`src/rtl/sma_win_ctrl.sv`:
```
// Window controller for a power-of-two moving-average delay line: sweeps the line
// to zero on every window change, then tracks fill level and write index per sample.
module sma_win_ctrl #(
  parameter int MAX_SEL = 15,
  parameter int ADDR_W  = 15
) (
  input  logic              i_clk,
  input  logic              i_rst_n,
  input  logic              i_update_strobe,
  input  logic [31:0]       i_window_sel,
  output logic [ADDR_W-1:0] o_addr,
  output logic              o_we,
  output logic              o_wzero,
  output logic              o_sum_clr,
  output logic [3:0]        o_shift,
  output logic              o_valid,
  output logic              o_busy,
  output logic [15:0]       o_drop_cnt
);

  typedef enum logic [1:0] {ST_CLEAR, ST_FILL, ST_RUN} state_t;

  state_t            r_state, w_state_nxt;
  logic [3:0]        r_sel_req, w_sel_clamp;
  logic [3:0]        r_shift, w_shift_nxt;
  logic [ADDR_W-1:0] r_addr, w_addr_nxt, w_mask, w_addr_inc;
  logic [15:0]       r_fill_cnt, w_fill_nxt;
  logic [15:0]       r_drop_cnt, w_drop_nxt;
  logic              r_first, w_first_nxt;
  logic              r_valid, w_valid_nxt;
  logic              w_change, w_accept, w_drop;

  // w_mask doubles as N-1 and as the modulo-N wrap mask for the index
  assign w_sel_clamp = (i_window_sel > 32'(MAX_SEL)) ? 4'(MAX_SEL) : i_window_sel[3:0];
  assign w_mask      = ~({ADDR_W{1'b1}} << r_shift);
  assign w_addr_inc  = (r_addr + ADDR_W'(1)) & w_mask;

  assign w_change = (r_sel_req != r_shift);
  assign w_accept = i_update_strobe && !w_change && (r_state != ST_CLEAR);
  assign w_drop   = i_update_strobe && !w_accept;

  assign o_we       = (r_state == ST_CLEAR) || w_accept;
  assign o_wzero    = (r_state == ST_CLEAR);
  assign o_busy     = (r_state == ST_CLEAR);
  assign o_sum_clr  = (r_state == ST_CLEAR) && r_first;
  assign o_addr     = r_addr;
  assign o_shift    = r_shift;
  assign o_valid    = r_valid;
  assign o_drop_cnt = r_drop_cnt;

  always_comb begin
    w_state_nxt = r_state;
    w_shift_nxt = r_shift;
    w_addr_nxt  = r_addr;
    w_fill_nxt  = r_fill_cnt;
    w_first_nxt = r_first;
    if (w_change) begin
      w_shift_nxt = r_sel_req;
      w_state_nxt = ST_CLEAR;
      w_addr_nxt  = '0;
      w_fill_nxt  = '0;
      w_first_nxt = 1'b1;
    end else begin
      case (r_state)
        ST_CLEAR: begin
          w_first_nxt = 1'b0;
          if (r_addr == w_mask) begin
            w_state_nxt = ST_FILL;
            w_addr_nxt  = '0;
            w_fill_nxt  = '0;
          end else begin
            w_addr_nxt = w_addr_inc;
          end
        end
        ST_FILL: begin
          if (w_accept) begin
            w_addr_nxt = w_addr_inc;
            w_fill_nxt = r_fill_cnt + 16'd1;
            // this strobe delivers the Nth sample
            if (r_fill_cnt == 16'(w_mask)) w_state_nxt = ST_RUN;
          end
        end
        ST_RUN: begin
          if (w_accept) w_addr_nxt = w_addr_inc;
        end
        default: begin
          w_state_nxt = ST_CLEAR;
          w_addr_nxt  = '0;
          w_fill_nxt  = '0;
          w_first_nxt = 1'b1;
        end
      endcase
    end
    w_drop_nxt  = (w_drop && (r_drop_cnt != 16'hFFFF)) ? r_drop_cnt + 16'd1 : r_drop_cnt;
    w_valid_nxt = (w_state_nxt == ST_RUN);
  end

  always_ff @(posedge i_clk or negedge i_rst_n) begin
    if (!i_rst_n) begin
      r_state    <= ST_CLEAR;
      r_sel_req  <= '0;
      r_shift    <= '0;
      r_addr     <= '0;
      r_fill_cnt <= '0;
      r_drop_cnt <= '0;
      r_first    <= 1'b1;
      r_valid    <= 1'b0;
    end else begin
      r_state    <= w_state_nxt;
      r_sel_req  <= w_sel_clamp;
      r_shift    <= w_shift_nxt;
      r_addr     <= w_addr_nxt;
      r_fill_cnt <= w_fill_nxt;
      r_drop_cnt <= w_drop_nxt;
      r_first    <= w_first_nxt;
      r_valid    <= w_valid_nxt;
    end
  end

endmodule

```
`config.mk`:
```
export PLATFORM = sky130hd
export DESIGN_NAME = sma_win_ctrl
export DESIGN_NICKNAME = d
export VERILOG_FILES = /design/src/rtl/sma_win_ctrl.sv
export SDC_FILE = /design/constraint.sdc
export NUM_CORES = 1
export LEC_CHECK = 0
export BUFFER_PORTS_ARGS = -buffer_cell sky130_fd_sc_hd__buf_2
export CELL_PAD_IN_SITES_DETAIL_PLACEMENT = 1
export CELL_PAD_IN_SITES_GLOBAL_PLACEMENT = 1
export CORE_MARGIN = 4
export CORE_UTILIZATION = 42
export CTS_CLUSTER_SIZE = 20
export DETAILED_ROUTE_END_ITERATION = 12
export PLACE_DENSITY = 0.91
export SLEW_MARGIN = 20
export SYNTH_ARGS = -nofsm -noshare
export SYNTH_HDL_FRONTEND = slang
export SYNTH_SLANG_ARGS = --single-unit
export TNS_END_PERCENT = 50
```
`constraint.sdc`:
```
create_clock -name i_clk -period 3.9 [get_ports i_clk]
set_clock_uncertainty 0.15 [all_clocks]
set_input_delay 0.975 -clock i_clk [delete_from_list [all_inputs] [get_ports i_clk]]
set_output_delay 0.975 -clock i_clk [all_outputs]
set_load 0.05 [all_outputs]
```
==> flow_summary.ini <==
[routing]
dr.pass1.iters = 6
vias = 4067
via_per_inst = 6.30
postRouteAntennaNets = 0
detail_route.wl_per_cell_um = 20.0
finalWirelength_um = 12900
drc = 0
initialDrtViolationCount = 211

[synth]
avgSynthCellArea_um2 = 8.46
yosysWarnings = 0
synth_commonest_cells = 58 x dfrtp_1, 57 x nand2_1, 29 x nand3_1
yosysTopAreaCell = dfrtp_1
synth_flop_cell = dfrtp_1
synth_area_mm2 = 0.00397
ys_seq_elements = 59
yosysMostFrequentCell = dfrtp_1
synth_edf_count = 0
ys_seq_area_share_pct = 37.3
synth.area.top_cells = dfrtp_1 37%, nand2_1 5.4%, nand3_1 3.7%, xor2_1 3.3%, ha_1 2.5%
synthDistinctLibCells = 72
synth_top_area_share_pct = 36.6
syn-instance-count = 469
syn_nets = 512
async_flop_share_pct = 100

[timing]
tns_ps = 0
grt_setup_unrepaired = false
slew_headroom_pct = 39.2
slew_violations = 0
final_hold_viol_count = 0
fin_hold_ws_ps = 253
post-route-period-util_pct = 90.7
timing.fmax_ghz = 0.283
tightest_slew_ps = 909
post-route-min-period_ps = 3540
final-setup-viol-count = 0

[power]
intPower_mw = 1.12
power_density_mw_per_mm2 = 356
finalPower_mw = 1.65
pwr-share-clk_pct = 40.6
peakVddDrop_mv = 0.212
power_switching_share_pct = 31.8
power_frac_seq_pct = 42.4
p_leak_nw = 1.98
p_comb_share_pct = 17.0
p_sw_mw = 0.524

[clock_network]
cts_root_buf = clkbuf_8
cts_setup_buffers = 0
cts_max_level = 3
cts_made_buffers = 9
cts_resized = 0
postCtsHoldBufs = 0
cts_sinks = 59
insertion_delay_ps = 350
clk_path_buf_depth = 2
cts_tree = yes
path_clk_slew_ps = 70

[worst_setup_path]
cpMostUsedCell = nand2_1
startpoint_type = flip-flop
path_cells = buf_4, xor2_1, nor4_4, nand2_1, nand2_1, buf_2
rrSetupSlack_ps = 360
rr_worst_depth = 8
crit_required_ps = 2770
crit_slowest_cell = nor4_4
cp-end-kind = output pin
max_stage_delay_ps = 640
path_max_fanout = 43
path_class = reg -> out
crit_arrival_ps = 2410

[job]
cap_violations = 0

[finish]
regArea_mm2 = 0.00148
fin_area_mm2 = 0.00463
diodes = 0
syn_to_final_growth_pct = 16.7
multi_input_area_mm2 = 0.00227
num-fill-cells = 1125
drive_gt1_share_pct = 20.4
nNetsFinal = 573

[place]
port-buffer-count = 74
gp_routability_congestion = 0.878
hpwl_um = 9230
placed_area_mm2 = 0.00440

[min_path]
holdPathStages = 0
min_path_type = reg -> reg

[die]
start_util_pct = 43.1
coreArea_mm2 = 0.00920
rows = 35
ios = 75
die_h_um = 105
dieArea_mm2 = 0.0111
die_w_um = 105

[status]
outcome = finished clean

[global_routing]
grt_max_degree = 45
grt_pass1_wl_um = 21900
antenna_found_initial = 0
grtUsageTotal_pct = 24.2
grt_pass1_vias = 4305
grt_overflow = 0
[logic make-up (layout without fill, tap and decap cells)]
logic type,Yosys count,after routing,share of synthesized area (%)
AO/OA/AOI/OAI,128,128,22.7
XOR/XNOR,24,24,5.30
adder cells (fa/ha/maj),9,9,2.78
buffers and inverters,52,118,5.52
flip-flops,59,59,37.3
multiplexers,3,3,0.789
AND/OR/NAND/NOR,194,194,25.7
[area by class of cell]
cell class / instances / area share (%)
well taps: 111 / 3.00
repair buffers: 83 / 9.52
clock buffers: 12 / 3.35
inverters: 19 / 1.54
clock inverters: 4 / 1.60
multi-input cells: 358 / 49.1
flip-flops and latches: 59 / 31.9
[worst max-delay path: cells and delay by family, from the launching register on]
family	cells	cell delay (ps)
DFF	1	350
and+or+nand+nor	3	870
xor gates and xnor gates	1	170
buffers and inverters	2	670
[cells in the final DEF (no fill, tap or decap), drive strengths merged, types with 9 or more instances in the layout]
cell / instances
buf: 83
dfrtp: 58
nand2: 57
o21ai: 37
nand3: 29
nor2: 23
inv: 19
a21oi: 15
xor2: 15
nor4: 15
nor3: 13
clkbuf: 12
o211ai: 11
xnor2: 9
[power groups by stage]
stage               registers [mW]  clock network [mW]  logic [mW]
CTS                          0.698               0.676       0.282
global placement             0.705                   0       0.269
floorplan                    0.828                   0      0.0630
finish                       0.698               0.668       0.279
global route                 0.707               0.700       0.296
detailed placement           0.710                   0       0.281
[registers in the layout, summed over array words and instances, names as in the netlist]
signal      cells
r_first         1
o_addr         15
o_drop_cnt     16
o_shift         4
r_fill_cnt     16
o_valid         1
r_sel_req       4
r_state         2
[final timing paths]
path,start,end
max in group asynchronous,i_rst_n,o_drop_cnt[4]
max,o_shift[3],o_we
min reg2reg,r_sel_req[2],o_shift[2]
min in group asynchronous,i_rst_n,r_fill_cnt[14]
max reg2reg,o_shift[2],r_fill_cnt[10]
min,r_sel_req[2],o_shift[2]
[metal layers]
metal	vias up	GRT usage [%]	share of wire [%]
li1	1862	-	-
met1	2041	29.7	41
met2	130	41.8	51
met3	34	3.83	4.3
met4	0	10.8	2.9
met5	-	0	0
[metrics by stage]
| stage | instances | setup slack, ps | utilization (%) |
|---|---|---|---|
| floorplan | 469 | 549 | - |
| global placement | 630 | 599 | 47.8 |
| detailed placement | 630 | 459 | 47.8 |
| CTS | 646 | 361 | 50.3 |
| global route | 646 | 116 | 50.3 |
| finish | 646 | 363 | 50.3 |
(Power assumes the default switching activity.)
